File: src/rtl/mul_pkg.sv
// rtl/mul_pkg.sv - shared state encoding, widths and strobe decode for the multiplier controller
package mul_pkg;

  localparam int STATE_W = 3;
  localparam int DATA_W  = 16;

  typedef enum logic [STATE_W-1:0] {
    S_IDLE   = 3'd0,
    S_LOAD_A = 3'd1,
    S_LOAD_B = 3'd2,
    S_CHECK  = 3'd3,
    S_ADD    = 3'd4,
    S_DONE   = 3'd5
  } state_t;

  typedef struct packed {
    logic ld_a;
    logic ld_b;
    logic clr_p;
    logic ld_p;
    logic dec_b;
    logic busy;
    logic done;
  } strobes_t;

  // Moore decode: the strobe set belonging to a state
  function automatic strobes_t decode(input state_t s);
    strobes_t o;
    o = '0;
    o.busy = (s != S_IDLE);
    case (s)
      S_LOAD_A: o.ld_a = 1'b1;
      S_LOAD_B: begin
        o.ld_b  = 1'b1;
        o.clr_p = 1'b1;
      end
      S_ADD: begin
        o.ld_p  = 1'b1;
        o.dec_b = 1'b1;
      end
      S_DONE:  o.done = 1'b1;
      default: o.busy = (s != S_IDLE);
    endcase
    return o;
  endfunction

endpackage

File: src/rtl/mul_ctrl.sv
// rtl/mul_ctrl.sv - control FSM for the repeated-addition multiplier with watchdog and abort
module mul_ctrl
  import mul_pkg::*;
#(
  parameter int                ITER_W   = 16,
  parameter logic [ITER_W-1:0] MAX_ITER = 16'hFFFF
) (
  input  logic              clk,
  input  logic              rst_n,
  input  logic              start,
  input  logic              abort,
  input  logic              eqz,
  output logic              ldA,
  output logic              ldB,
  output logic              clrP,
  output logic              ldP,
  output logic              decB,
  output logic              busy,
  output logic              done,
  output logic              err,
  output logic [ITER_W-1:0] iter
);

  state_t   state;
  state_t   state_nxt;
  strobes_t strb;
  logic     limit_hit;

  assign limit_hit = (iter == MAX_ITER);

  always_comb begin
    state_nxt = state;
    case (state)
      S_IDLE:   state_nxt = start ? S_LOAD_A : S_IDLE;
      S_LOAD_A: state_nxt = abort ? S_IDLE : S_LOAD_B;
      S_LOAD_B: state_nxt = abort ? S_IDLE : S_CHECK;
      S_CHECK: begin
        if (abort)                  state_nxt = S_IDLE;
        else if (eqz || limit_hit)  state_nxt = S_DONE;
        else                        state_nxt = S_ADD;
      end
      S_ADD:    state_nxt = abort ? S_IDLE : S_CHECK;
      S_DONE:   state_nxt = S_IDLE;
      default:  state_nxt = S_IDLE;
    endcase
  end

  // Strobes are registered from the next state, so they always match the state register
  always_ff @(posedge clk or negedge rst_n) begin
    if (!rst_n) begin
      state <= S_IDLE;
      strb  <= '0;
      err   <= 1'b0;
    end else begin
      state <= state_nxt;
      strb  <= decode(state_nxt);
      if (state == S_IDLE && start)
        err <= 1'b0;
      else if (state == S_CHECK && !abort && !eqz && limit_hit)
        err <= 1'b1;
    end
  end

  // An aborted ADD does not count as an executed iteration
  always_ff @(posedge clk or negedge rst_n) begin
    if (!rst_n)
      iter <= '0;
    else if (state == S_IDLE && start)
      iter <= '0;
    else if (state == S_ADD && !abort)
      iter <= iter + 1'b1;
  end

  assign ldA  = strb.ld_a;
  assign ldB  = strb.ld_b;
  assign clrP = strb.clr_p;
  assign ldP  = strb.ld_p;
  assign decB = strb.dec_b;
  assign busy = strb.busy;
  assign done = strb.done;

endmodule

File: config.mk
export PLATFORM = sky130hd
export DESIGN_NAME = mul_ctrl
export DESIGN_NICKNAME = d
export VERILOG_FILES = /design/src/rtl/mul_pkg.sv /design/src/rtl/mul_ctrl.sv
export SDC_FILE = /design/constraint.sdc
export NUM_CORES = 1
export LEC_CHECK = 0
export BUFFER_PORTS_ARGS = -buffer_cell sky130_fd_sc_hd__buf_2
export CORE_UTILIZATION = 25
export CTS_BUF_LIST = sky130_fd_sc_hd__clkbuf_8
export DETAILED_ROUTE_END_ITERATION = 16
export GPL_TIMING_DRIVEN = 1
export SYNTH_ARGS = -nofsm -noshare
export SYNTH_HDL_FRONTEND = slang
export SYNTH_SLANG_ARGS = --single-unit
File: constraint.sdc
create_clock -name clk -period 1.8 [get_ports clk]
set_input_delay 0.45 -clock clk [delete_from_list [all_inputs] [get_ports clk]]
set_output_delay 0.45 -clock clk [all_outputs]
set_load 0.1 [all_outputs]
* Word-level counts from Yosys, hierarchy flattened
Cells that the tools add are included.
** Operators by class
- $add $sub $neg :: 1
- Multipliers :: 0
- Divide/modulo/power cells :: 0
- Magnitude comparators :: 0
- Eq/ne operators :: 9
- Shift-type cells :: 0
- Multiplexer cells :: 14
- Bitwise operators :: 0
- Reduce and logical (&&, ||, !) cells :: 13
** Operators by type and width (count)
- $mux 16 :: 2
- $add 16x1->16 const B :: 1
- $eq 16x16->1 const B :: 1
- $pmux 3 s4 :: 1
- $eq 3x2->1 const B :: 3
- $eq 3x3->1 const B :: 3
- $mux 2 :: 4
- $eq 3x1->1 const B :: 2
- $mux 1 :: 6
- $logic_and 1x1->1 :: 5
- $reduce_bool 2->1 :: 2
- $logic_not 3->1 :: 1
- $mux 3 :: 1
- $reduce_bool 3->1 :: 1
- $logic_not 1->1 :: 2
- $reduce_or 2->1 :: 1
- $logic_or 1x1->1 :: 1
** Storage, ports and cells
- Register bits :: 27
- Bits in latches :: 0
- Bits in writable memories :: 0
- ROM bits :: 0
- Input port bits :: 5
- Output and inout port bits :: 24
- Word-level logic and storage cells :: 47
- Memories :: 0

* Longest topological paths before layout
- Word-level depth :: 7
- Depth in mapped cells :: 6
- Depth with buffers taken out :: 5

* Worst setup path before layout
No wires, ideal clock.
- Kind :: reg2reg
- Start point :: reg iter[9]
- End point :: reg iter[15]
- Arrival time :: 2.373 ns
- Data required time :: 1.723 ns
- Path slack :: -0.651 ns
- Stages on the path, launching flop included :: 5
- Clock period less this slack :: 2.451 ns
- Path through :: dfrtp_1 nand4_1 or4_1 or4_1 a21oi_1
** On the way
- Cells in the longest elaborated chain, start to end :: 3
** Ends and longest elaborated chain
- from (decl) :: RTL line mul_ctrl.sv:21 : output logic [ITER_W-1:0] iter
- from (signal assigned) :: RTL line mul_ctrl.sv:71 : iter <= iter + 1'b1;
- $add 16x1->16 :: RTL line mul_ctrl.sv:71
- $mux 16 :: RTL line mul_ctrl.sv:70 : else if (state == S_ADD && !abort)
- $mux 16 :: RTL line mul_ctrl.sv:68 : else if (state == S_IDLE && start)
Every way passes these cells. The select of a mux whose other input is x is not followed.
A chain may end at the register's enable or synchronous reset.

* Worst setup path after layout
Same ends and word-level chain as after synthesis.

==> run_results.csv <==
group,metric,value,unit
layout,final_core_util,35.17,%
worst_setup_path,path_buf_inv,0,
die,die_h,73.24,µm
cts,tritoncts,"yes",
global_route,grt_pass1_vias,1047,
logic_synthesis,synth_area_leader_cell,"dfrtp_1",
sta,fin_crit_sh,98.38,%
sta,rsz0062_at_grt,"true",
cts,htree_num_levels,1,
sta,clock_skew,0.009706,ns
route,wl_met1,1.533,mm
pwr,p_total,1.676,mW
logic_synthesis,syn-num-nets,139,
route,routed.top_layer,"met4",
route,remaining_drc_errors,0,
placed_design,gp_congestion,0.7644,
logic_synthesis,synth.cell_area,1269,µm²
logic_synthesis,synth_top_area_share,49.31,%
logic_synthesis,ys_ff_latch,25,
hold_path,hold_path.class,"in -> async",
cts,cts_root_buf,"clkbuf_8",
die,core,4817,µm²
route,drt_wl_total,3.072,mm
global_route,grtUsageTotal,12.54,%
worst_setup_path,rr_worst_depth,4,
worst_setup_path,crit_type,"reg -> reg",
die,initial_utilization,26.34,%
route,ant_nets,0,
pwr,power_density,989.1,nW/µm²
layout,syn_to_final_growth,33.53,%
logic_synthesis,async_flop_share,100.0,%
worst_setup_path,crit_chain,"nand4_1 > or4_4 > or4_4 > a21oi_2",
run,drv_cap,0,
worst_setup_path,reg2reg_to,"iter[15]$_DFFE_PN0P_",
pwr,cellLeakagePower,0.7512,nW
sta,max_freq,0.5647,GHz
sta,post-route-min-period,1.771,ns
sta,finalSetupViolations,0,
global_route,grt_overflow,0,
logic_synthesis,synth_area_per_cell,9.539,µm²
logic_synthesis,ys_types,36,
worst_setup_path,cp-start-kind,"flop",
layout,instances_no_fill,243,
route,wl_met2,1.416,mm
worst_setup_path,timing.reg2reg.setup_slack,0.03,ns
cts,clock_sinks,25,
sta,fin_setup_tns,0,ns
route,met3_length,87,µm
worst_setup_path,required,2.01,ns
placed_design,io_buffers,28,
logic_synthesis,yosys-top-cells-count,"25 x dfrtp_1, 14 x nor2_1, 11 x nand2_1, 10 x a21oi_1, 7 x o21ai_0",
logic_synthesis,synth.area.top_cells,"dfrtp_1 49%, nor2_1 4.1%, a21oi_1 3.9%, xnor2_1 3.5%, nand2_1 3.3%",
worst_setup_path,crit_path_max_incr_delay,0.53,ns
logic_synthesis,synth_edf_count,0,
worst_setup_path,crit_start,"iter[9]$_DFFE_PN0P_",
pwr,ir_worst_vdd,360.1,µV
layout,antenna_cells,0,
worst_setup_path,crit_fanout,3,
placed_design,dp.final_hpwl,2.282,mm
die,row_count,25,
worst_setup_path,path_delay_family,"simple AND/OR/NAND/NOR gates",
placed_design,placed_cells,237,
sta,hold_viol,0,
route,wl_per_cell,12.64,µm
global_route,grt_antenna_before_repair,0,
die,die_area,5364,µm²
cts,clk_pin_slew,0.10,ns
sta,final_max_slew_viol_count,0,
global_route,grt_pass1_wl,5.126,mm
sta,worst_pin_slew,0.5569,ns
logic_synthesis,ys_warn_count,0,
cts,clock_latency,0.27,ns
worst_setup_path,r2r_start,"iter[9]$_DFFE_PN0P_",
worst_setup_path,cp-end-kind,"flop",
worst_setup_path,cp_common_cell,"or4_4",
logic_synthesis,synthesis.instances,133,
die,io-pin-count,29,
logic_synthesis,yosysMostFrequentCell,"dfrtp_1",
worst_setup_path,cp_data_arrival_time,1.98,ns
outcome,status,"finished, final reports clean",
layout,nets,183,
logic_synthesis,ys.flop_type,"dfrtp_1",
worst_setup_path,cp_slowest_cell,"or4_4",
global_route,grt_max_degree,26,
die,die_w,73.24,µm
layout,drive_gt1_share,40.34,%
route,viasPerCell,4.527,
cts,cts.path.max_buffers,2,
logic_synthesis,ys_seq_area_share,49.31,%
route,dr.pass1.iters,4,
route,route.vias.total,1100,
sta,slew_headroom,62.88,%
route,drt-initial-drc-count,41,
cts,cts_made_buffers,3,
[stage by stage]
stage | setup slack, ns | hold slack (ns) | area [µm²]
2_1_floorplan | -0.1743 | 0.1544 | 1321
3_3_place_gp | -0.03817 | 0.4844 | 1625
3_5_place_dp | -0.05939 | 0.4777 | 1625
4_1_cts | 0.002614 | 0.1766 | 1679
5_1_grt | -0.03477 | 0.1987 | 1694
6_report | 0.02911 | 0.1501 | 1694
[placed cells by master (no fill, tap or decap), drive strengths merged, types with 2 or more instances in the layout]
master   Yosys  layout
a21oi       10      10
and2         2       2
buf          6      47
clkbuf       2       3
dfrtp       25      25
inv          4       4
nand2       11      11
nand2b       3       3
nand3        4       4
nand4        4       4
nor2        14      14
nor2b        2       2
nor3         4       4
o2111ai      2       2
o21ai        7       7
o31ai        3       3
or3          5       5
or4          4       4
xnor2        5       5
xor2         3       3
[how the worst max path moves through the flow]
stage	end	cells past startpoint
after floorplan	iter[15]$_DFFE_PN0P_	4
after global placement	iter[6]$_DFFE_PN0P_	6
after detailed placement	iter[3]$_DFFE_PN0P_	5
after CTS	iter[15]$_DFFE_PN0P_	4
after global routing	iter[15]$_DFFE_PN0P_	4
final	iter[15]$_DFFE_PN0P_	4
[state kept, by name, summed over array words and instances, names as in the netlist]
| name | cells |
|---|---|
| decB | 1 |
| ldA | 1 |
| state | 3 |
| err | 1 |
| iter | 16 |
| done | 1 |
| busy | 1 |
| clrP | 1 |
[routing by layer]
layer	track usage, %	vias to the layer above
li1	-	557
met1	17.95	525
met2	19.34	14
met3	2.348	4
met4	3.268	0
met5	0	-
[logic make-up (layout without fill, tap and decap cells)]
logic type                 count (synthesis)  in the layout  synth area share (%)
DFF                                       25             25                 49.31
and+or+nand+nor                           59             59                 25.25
AOI/OAI and AO/OA                         27             27                 13.22
xor gates and xnor gates                   8              8                 5.523
muxes                                      1              1                0.7890
adders and majority gates                  1              1                0.9860
buffers and inverters                     12             55                 4.930
[area by class of cell]
type	count	area, µm²
Clock buffer	3	41.29
Clock inverter	1	5.005
Sequential cell	25	674.4
Tap cell	67	83.83
Timing Repair Buffer	47	282.8
Inverter	4	15.01
Fill cell	522	3123
Multi-Input combinational cell	96	591.8
[timing repair]
action / in CTS / in global routing
pin swaps: 1 / 1
gates resized for setup: 0 / 2
endpoints found under the setup margin: 1 / 1
hold buffers: 0 / 0
buffers inserted: 1 / 1
[report_power, final]
group	internal, mW	leakage, nW	switching, mW
registers	0.616	0.314	0.0244
clock network	0.155	0.0255	0.186
logic	0.172	0.412	0.522
total	0.944	0.751	0.732
Note: power is estimated with default switching activity, not from simulation.
